<file path="src/rtl/instr_fetch_pkg.sv">
// rtl/instr_fetch_pkg.sv - shared fetch-stage types and constants
package instr_fetch_pkg;

    // Five states need three bits.
    typedef enum logic [2:0] {
        S_IDLE = 3'd0,
        S_REQ  = 3'd1,
        S_WAIT = 3'd2,
        S_HOLD = 3'd3,
        S_HALT = 3'd4
    } fetch_state_e;

    localparam logic [31:0] NOP_INSTR        = 32'h0000_0013;
    localparam logic [31:0] DEFAULT_RESET_PC = 32'h0000_0000;
    localparam logic [31:0] PC_INC           = 32'd4;

endpackage

</file>
<file path="src/rtl/instr_fetch_pc_reg.sv">
// rtl/instr_fetch_pc_reg.sv - program counter with load / increment / hold select
module instr_fetch_pc_reg
    import instr_fetch_pkg::*;
#(
    parameter logic [31:0] RESET_PC = DEFAULT_RESET_PC
) (
    input  logic        clk,
    input  logic        rst_n,
    input  logic        load,
    input  logic [31:0] target,
    input  logic        inc,
    output logic [31:0] pc
);

    logic [31:0] pc_q;
    logic [31:0] pc_d;

    // Load wins over increment; callers only load word-aligned targets.
    always_comb begin
        pc_d = pc_q;
        if (load) begin
            pc_d = target;
        end else if (inc) begin
            pc_d = pc_q + PC_INC;
        end
    end

    always_ff @(posedge clk or negedge rst_n) begin
        if (!rst_n) begin
            pc_q <= RESET_PC;
        end else begin
            pc_q <= pc_d;
        end
    end

    assign pc = pc_q;

endmodule

</file>
<file path="src/rtl/instr_fetch.sv">
// rtl/instr_fetch.sv - fetch stage: PC, single-outstanding imem request, decode hold
module instr_fetch
    import instr_fetch_pkg::*;
#(
    parameter logic [31:0] RESET_PC = DEFAULT_RESET_PC
) (
    input  logic        clk,
    input  logic        rst_n,
    output logic        imem_req_valid,
    input  logic        imem_req_ready,
    output logic [31:0] imem_addr,
    input  logic        imem_rsp_valid,
    input  logic [31:0] imem_rsp_data,
    output logic        instr_valid,
    input  logic        instr_ready,
    output logic [31:0] instr,
    output logic [31:0] instr_pc,
    input  logic        redirect_valid,
    input  logic [31:0] redirect_target,
    output logic        misalign_err
);

    fetch_state_e state_q, state_d;
    logic         kill_q, kill_d;
    logic [31:0]  instr_q, instr_d;
    logic [31:0]  instr_pc_q, instr_pc_d;
    logic         misalign_q, misalign_d;
    logic         pc_load;
    logic         pc_inc;
    logic [31:0]  pc;
    logic         redir_ok;
    logic         redir_bad;

    assign redir_bad = redirect_valid && (redirect_target[1:0] != 2'b00);
    assign redir_ok  = redirect_valid && (redirect_target[1:0] == 2'b00);

    instr_fetch_pc_reg #(
        .RESET_PC(RESET_PC)
    ) u_pc_reg (
        .clk    (clk),
        .rst_n  (rst_n),
        .load   (pc_load),
        .target (redirect_target),
        .inc    (pc_inc),
        .pc     (pc)
    );

    always_comb begin
        state_d    = state_q;
        kill_d     = kill_q;
        instr_d    = instr_q;
        instr_pc_d = instr_pc_q;
        misalign_d = misalign_q;
        pc_load    = 1'b0;
        pc_inc     = 1'b0;

        case (state_q)
            S_IDLE: begin
                state_d = S_REQ;
            end
            S_REQ: begin
                if (redir_bad) begin
                    misalign_d = 1'b1;
                    state_d    = S_HALT;
                end else if (redir_ok) begin
                    pc_load = 1'b1;
                    if (imem_req_ready) begin
                        // Request already left with the old address; its data must be dropped.
                        kill_d  = 1'b1;
                        state_d = S_WAIT;
                    end
                end else if (imem_req_ready) begin
                    state_d = S_WAIT;
                end
            end
            S_WAIT: begin
                if (redir_bad) begin
                    misalign_d = 1'b1;
                    state_d    = S_HALT;
                end else if (redir_ok) begin
                    pc_load = 1'b1;
                    if (imem_rsp_valid) begin
                        kill_d  = 1'b0;
                        state_d = S_REQ;
                    end else begin
                        kill_d = 1'b1;
                    end
                end else if (imem_rsp_valid) begin
                    if (kill_q) begin
                        kill_d  = 1'b0;
                        state_d = S_REQ;
                    end else begin
                        instr_d    = imem_rsp_data;
                        instr_pc_d = pc;
                        pc_inc     = 1'b1;
                        state_d    = S_HOLD;
                    end
                end
            end
            S_HOLD: begin
                if (redir_bad) begin
                    misalign_d = 1'b1;
                    state_d    = S_HALT;
                end else if (redir_ok) begin
                    pc_load = 1'b1;
                    state_d = S_REQ;
                end else if (instr_ready) begin
                    state_d = S_REQ;
                end
            end
            S_HALT: begin
                state_d = S_HALT;
            end
            default: begin
                state_d = S_IDLE;
            end
        endcase
    end

    always_ff @(posedge clk or negedge rst_n) begin
        if (!rst_n) begin
            state_q    <= S_IDLE;
            kill_q     <= 1'b0;
            instr_q    <= NOP_INSTR;
            instr_pc_q <= RESET_PC;
            misalign_q <= 1'b0;
        end else begin
            state_q    <= state_d;
            kill_q     <= kill_d;
            instr_q    <= instr_d;
            instr_pc_q <= instr_pc_d;
            misalign_q <= misalign_d;
        end
    end

    assign imem_req_valid = (state_q == S_REQ);
    assign instr_valid    = (state_q == S_HOLD);
    assign imem_addr      = pc;
    assign instr          = instr_q;
    assign instr_pc       = instr_pc_q;
    assign misalign_err   = misalign_q;

endmodule

</file>
<file path="config.mk">
export PLATFORM = sky130hd
export DESIGN_NAME = instr_fetch
export DESIGN_NICKNAME = d
export VERILOG_FILES = /design/src/rtl/instr_fetch_pkg.sv /design/src/rtl/instr_fetch_pc_reg.sv /design/src/rtl/instr_fetch.sv
export SDC_FILE = /design/constraint.sdc
export NUM_CORES = 1
export LEC_CHECK = 0
export ABC_AREA = 1
export BUFFER_PORTS_ARGS = -buffer_cell sky130_fd_sc_hd__buf_2
export CORE_ASPECT_RATIO = 0.8
export CORE_MARGIN = 8
export CORE_UTILIZATION = 32
export CTS_CLUSTER_DIAMETER = 200
export DETAILED_ROUTE_END_ITERATION = 16
export PLACE_DENSITY = 0.63
export SKIP_LAST_GASP = 1
export SLEW_MARGIN = 15
export SYNTH_ARGS = -nofsm -noshare
export SYNTH_HDL_FRONTEND = slang
export SYNTH_SLANG_ARGS = --single-unit
</file>
<file path="constraint.sdc">
create_clock -name clk -period 2 [get_ports clk]
set_clock_uncertainty 0.05 [all_clocks]
set_input_delay 0.4 -clock clk [delete_from_list [all_inputs] [get_ports clk]]
set_output_delay 0.4 -clock clk [all_outputs]
set_load 0.05 [all_outputs]
</file>
Word-level counts from Yosys, hierarchy flattened

Index checks and enable logic that the tools add are counted.

Register bits: 101
Word-level logic and storage cells: 63
Input bits: 70
Output and inout bits: 99

Add/subtract/negate cells: 1
Bitwise logic cells: 3
Reductions and logical operators: 12
Equal/unequal tests: 12
Multiplexer cells: 29

Operator list:

| operator                                               | count |
|---|---|
| two-way mux 32 bit                                     | 2 |
| adder 32 x 3 -> 32 bit (second input constant)         | 1 |
| two-way mux 3 bit                                      | 9 |
| two-way mux 1 bit                                      | 15 |
| case mux 3 bit (5 select lines)                        | 1 |
| equality test 3 x 2 -> 1 bit (second input constant)   | 2 |
| inequality test 3 bit (second input constant)          | 2 |
| AND reduction 6 bit                                    | 1 |
| nonzero test 2 bit                                     | 3 |
| AND reduction 5 bit                                    | 1 |
| inequality test 2 x 1 -> 1 bit (second input constant) | 2 |
| inequality test 2 bit (second input constant)          | 2 |
| inequality test 4 x 1 -> 1 bit (second input constant) | 1 |
| equality test 3 x 1 -> 1 bit (second input constant)   | 1 |
| equality test 3 bit (second input constant)            | 1 |
| logical NOT 3 bit                                      | 1 |
| inequality test 3 x 1 -> 1 bit (second input constant) | 1 |
| NOT 1 bit                                              | 3 |
| AND reduction 3 bit                                    | 1 |
| OR reduction 3 bit                                     | 1 |
| logical AND 1 bit                                      | 2 |
| logical NOT 2 bit                                      | 1 |
| two-way mux 2 bit                                      | 1 |
| case mux 1 bit (2 select lines)                        | 1 |
| AND reduction 2 bit                                    | 1 |

Longest topological paths before layout

Depth in word-level cells: 7
Depth in mapped cells: 10
Depth with buffers taken out: 10

Hierarchy

A second synthesis with hierarchy kept.

Cell total of the unflattened synthesis: 642
Area total of the unflattened synthesis: 4,993.5 um2

Modules (own cells, without submodules):

| module             | area each (um2) | cells each | sequential area each (um2) | times used |
|---|---|---|---|---|
| instr_fetch        | 2,815.2         | 327        | 1,730.4                    | 1 |
| instr_fetch_pc_reg | 2,178.3         | 315        | 800.8                      | 1 |

Least setup slack after synthesis

No wires, ideal clock.

Path kind: register to register
From: register state_q[2]
To: register state_q[0]
Data arrival time: 1,990 ps
Data required time: 1,827 ps
Setup time: 123 ps
Buffers on the path: 0
Period minus slack after synthesis: 2,164 ps
Cell stages (with the launch flop): 7
Slack: -164 ps
Path through: dfrtp_1 nor3_1 nand2_1 nand3b_1 nand2_1 nand3_1 o21ai_1

Word-level cells in the longest chain between the ends: 3
Elaborated cells on any way between the ends: 10
Classes of those cells: eq/ne: 7; mux: 1; reduce/logical: 2

RTL lines:

| what                                     | RTL line           | text |
|---|---|---|
| start, declared                          | instr_fetch.sv:23  | `fetch_state_e state_q, state_d;` |
| start signal, assigned                   | instr_fetch.sv:128 | `state_q <= state_d;` |
| equality test 3 x 2 -> 1 bit *           | n/a                |  |
| named net instr_valid                    | instr_fetch.sv:14  | `output logic instr_valid,` |
| inequality test 4 x 1 -> 1 bit (no line) | n/a                |  |
| AND reduction 3 bit (no line)            | n/a                |  |

The timed path passes the listed nets; every way through them passes the cells marked *.
A chain may end at the register's enable or synchronous reset.

Final worst setup path

From: register state_q[2]
To: output imem_req_valid

Word-level cells in the longest chain between the ends: 1

RTL lines:

| what                         | RTL line           | text |
|---|---|---|
| equality test 3 x 1 -> 1 bit | instr_fetch.sv:136 | `assign imem_req_valid = (state_q == S_REQ);` |
| end, declared                | instr_fetch.sv:9   | `output logic imem_req_valid,` |

No other way between the ends.

==> results.rst <==
.. list-table::
   :header-rows: 1

   * - Metric
     - Value
   * - VDD IR-drop max
     - 932 uV
   * - Pwr Density
     - 1800 nW/um^2
   * - Timing-limited maximum frequency
     - 539 MHz
   * - Worst setup margin
     - 146 ps
   * - Input/output buffers
     - 168
   * - CTS H-Tree Depth
     - 3
   * - Type of the tightest min-delay check
     - in -> reg
   * - Largest net degree at the start of global routing
     - 66
   * - Setup violation total in the final timing report
     - 0
   * - Clock Tree Buf Depth
     - 2
   * - CTS root buffer
     - sky130_fd_sc_hd__clkbuf_16
   * - Average cell area after synthesis
     - 7.58 sq um
   * - Top cells by area, synth
     - sky130_fd_sc_hd__dfrtp_1 (49%), sky130_fd_sc_hd__nand2_1 (22%), sky130_fd_sc_hd__o21ai_0 (5.1%)
   * - Average wire per standard cell
     - 15.3 um
   * - Area share of and/or/nand/nor cells after synthesis
     - 33.9%
   * - Crit-path cells
     - nor3_2 > buf_2
   * - Die outline width
     - 155 um
   * - Commonest register cell after synthesis
     - sky130_fd_sc_hd__dfrtp_1
   * - Max Cap Viol
     - 0
   * - Min cycle time layout
     - 1850 ps
   * - Crit path buf inv count
     - 1
   * - First-pass GRT wire length
     - 25400 um
   * - Fraction of the mapped netlist area in adder cells
     - 0.253%
   * - Ratio of cells with drive above 1 in the final layout
     - 26.9%
   * - Number of filler cells placed in the layout
     - 1583
   * - Global route overflow
     - 0
   * - Xor and xnor area share after synthesis
     - 0.530%
   * - Count of distinct cell types in the synthesized netlist
     - 35
   * - Chip Height
     - 127 um
   * - Transition time at the pin with the least slew margin
     - 419 ps
   * - Insertion delay of the later-clocked pin in the worst-skew pair
     - 350 ps
   * - Post-Synthesis Net Count
     - 725
   * - Sort of element at the start of the critical path
     - register
   * - Number of cells upsized or downsized after cts
     - 0
   * - CTS clock-pin slew for the worst setup and hold paths
     - 70 ps
   * - Critical path endpoint category
     - output pin
   * - Lkg Pwr
     - 3.49 nW
   * - Pre-antenna DRT Iters
     - 4
   * - Site Rows
     - 40
   * - Arrival time reported for the critical path endpoint
     - 1400 ps
   * - Inserted Diodes
     - 0
   * - Fraction of the yosys area taken by sequential cells
     - 51.1%
   * - Total number of vias
     - 4747
   * - Violation count after the first detailed-route iteration
     - 304
   * - Slowest cell delay on critical path
     - 440 ps
   * - Synth top area share
     - 49.5%
   * - Post-CTS Repair Setup Buffers
     - 0
   * - Clock tree from TritonCTS
     - done
   * - Number of failing hold endpoints at the final stage
     - 0
   * - Minimum setup slack after placement
     - 226 ps
   * - Worst slew margin relative to its limit
     - 72.0%
   * - Fin crit share
     - 92.7%
   * - Synthesized cell area
     - 4950 sq um
   * - Multiplexer share of the synthesized area
     - 0%
   * - Effective utilization at floorplan
     - 32.9%
   * - Global router's overall resource usage
     - 16.2%
   * - Placed Instance Area
     - 6080 sq um
   * - Number of flops mapped to enable cells by yosys
     - 0
   * - Std-Cell Core Area
     - 15100 sq um
   * - Cell area after layout
     - 6390 sq um
   * - Final number of max-transition violations
     - 0
   * - Detail Route Antenna Nets
     - 0
   * - Dominant combinational cell family by area after synthesis
     - simple AND/OR/NAND/NOR gates
   * - Worst path required time
     - 1550 ps
   * - Post-Route Setup TNS
     - 0 ps
   * - Total number of yosys warnings
     - 0
   * - Via count of the first global-routing pass
     - 4687
   * - Area fraction in compound gates after synthesis
     - 7.45%
   * - Area of the die
     - 19700 sq um
   * - Number of buffers inserted during clock tree synthesis
     - 9
   * - Half-perimeter wire length after placement
     - 11900 um
   * - Flip-flop and latch count after synthesis
     - 101
   * - Slowest cell on the critical path
     - sky130_fd_sc_hd__dfrtp_1
   * - DR vias/cell
     - 4.56
   * - Antenna violations before repair
     - 2
   * - Number of ports placed on the die boundary
     - 169
   * - Status
     - finished clean
   * - Biggest area consumer among synthesized cells
     - sky130_fd_sc_hd__dfrtp_1
   * - Post-synthesis async set-or-reset flop share
     - 100%
   * - Total routed wirelength
     - 15900 um
   * - Worst setup path class
     - reg -> out
   * - Post-synthesis instance total
     - 654
   * - RSZ-0062 raised after global routing
     - no
   * - Dominant delay contributor by cell family on the critical path
     - flip-flops
   * - CP max FO
     - 5
   * - Area growth from synthesis to final layout
     - 29.0%
   * - Final nets
     - 896
   * - DRC viols
     - 0
   * - GP Congestion
     - 0.871
   * - Clock Sink Count
     - 101
   * - Fraction of the core area covered by cells at the end of the flow
     - 42.4%
==> cells in the mapped netlist (3+ instances only) <==
cell type                 number
sky130_fd_sc_hd__o22ai_1       3
sky130_fd_sc_hd__o21ai_1       5
sky130_fd_sc_hd__nor2_1       44
sky130_fd_sc_hd__or2_2         3
sky130_fd_sc_hd__dfstp_2       3
sky130_fd_sc_hd__o21ai_0      50
sky130_fd_sc_hd__dfrtp_1      98
sky130_fd_sc_hd__nand2_2       3
sky130_fd_sc_hd__nor2_4        4
sky130_fd_sc_hd__buf_2        14
sky130_fd_sc_hd__buf_6         3
sky130_fd_sc_hd__buf_4         4
sky130_fd_sc_hd__nor2_2        3
sky130_fd_sc_hd__inv_1        46
sky130_fd_sc_hd__nand2_1     288
sky130_fd_sc_hd__nor3_1        6
sky130_fd_sc_hd__nand3_1      43
sky130_fd_sc_hd__a21oi_1      12
sky130_fd_sc_hd__inv_2         3
==> worst paths after layout <==
kind / end / slack [ps] / cells after the start / start
max: imem_req_valid / 150 / 2 / state_q[2]$_DFFE_PN0P_
min: instr[21]$_DFFE_PN0P_ / 190 / 3 / imem_rsp_data[21]
max reg2reg: u_pc_reg.pc[20]$_DFFE_PN0P_ / 190 / 10 / u_pc_reg.pc[2]$_DFFE_PN0P_
min reg2reg: misalign_err$_DFFE_PN0P_ / 410 / 2 / misalign_err$_DFFE_PN0P_
max in group asynchronous: instr[0]$_DFFE_PN1P_ / 1020 / 3 / rst_n
min in group asynchronous: instr[5]$_DFFE_PN0P_ / 360 / 2 / rst_n
==> tightest hold or removal path, cell delays in order <==
cell,delay (ps)
sky130_fd_sc_hd__buf_2,70
sky130_fd_sc_hd__nand2_1,40
sky130_fd_sc_hd__nand2_1,40
==> through the flow <==
stage | std cells | hold WS (ps) | total power, mW
5_1_grt | 1040 | 174 | 12.2
6_report | 1040 | 187 | 11.5
3_5_place_dp | 1023 | 169 | 9.78
2_1_floorplan | 654 | 54.4 | 8.02
3_3_place_gp | 1023 | 169 | 9.74
4_1_cts | 1040 | 170 | 11.6
==> report_power, final <==
group          internal [mW]  switching [mW]
Clock                  0.985           0.825
Sequential              2.92           0.747
Combinational           1.36            4.68
Total                   5.26            6.25
==> metal layers <==
metal	track usage (%)	share of wire, %	wire (um)
met1	21.9	48	7600
met2	24.4	42	6670
met3	6.40	9.5	1500
met4	2.53	0.61	97
met5	0	0.10	16
==> sequential cells by signal, summed over array words and instances, names as in the netlist <==
signal	flops
state_q	3
kill_q	1
instr_pc	32
misalign_err	1
u_pc_reg.pc	32
instr	32
==> layout by cell type (no fill, tap or decap), types with 4 or more instances in the layout <==
| cell type | n |
|---|---|
| sky130_fd_sc_hd__a21oi_1 | 12 |
| sky130_fd_sc_hd__buf_12 | 4 |
| sky130_fd_sc_hd__buf_2 | 167 |
| sky130_fd_sc_hd__buf_4 | 11 |
| sky130_fd_sc_hd__clkbuf_16 | 9 |
| sky130_fd_sc_hd__dfrtp_1 | 98 |
| sky130_fd_sc_hd__inv_1 | 46 |
| sky130_fd_sc_hd__nand2_1 | 288 |
| sky130_fd_sc_hd__nand3_1 | 43 |
| sky130_fd_sc_hd__nor2_1 | 44 |
| sky130_fd_sc_hd__nor2_4 | 4 |
| sky130_fd_sc_hd__nor3_1 | 5 |
| sky130_fd_sc_hd__o21ai_0 | 50 |
| sky130_fd_sc_hd__o21ai_1 | 5 |
==> kinds of logic after synthesis <==
logic type,after synthesis
AO/OA/AOI/OAI,72
XOR/XNOR,3
adder cells (fa/ha/maj),1
buffers and inverters,74
flip-flops,101
AND/OR/NAND/NOR,403
==> repair_timing <==
| action | CTS | global route |
|---|---|---|
| hold endpoints to repair | 3 | 0 |
| hold buffers | 1 | 0 |
| endpoints found under the setup margin | 0 | 0 |
==> final cells by class <==
| type | instances | area [sq um] | share of cell area (%) |
|---|---|---|---|
| clock inverter | 6 | 71.3 | 1.12 |
| tap | 210 | 263 | 4.11 |
| sequential | 101 | 2530 | 39.6 |
| clock buffer | 10 | 229 | 3.58 |
| timing repair buffer | 183 | 1010 | 15.8 |
| inverter | 51 | 194 | 3.03 |
| multi-input combinational | 479 | 2100 | 32.8 |
Note: power is estimated with default switching activity, not from simulation.
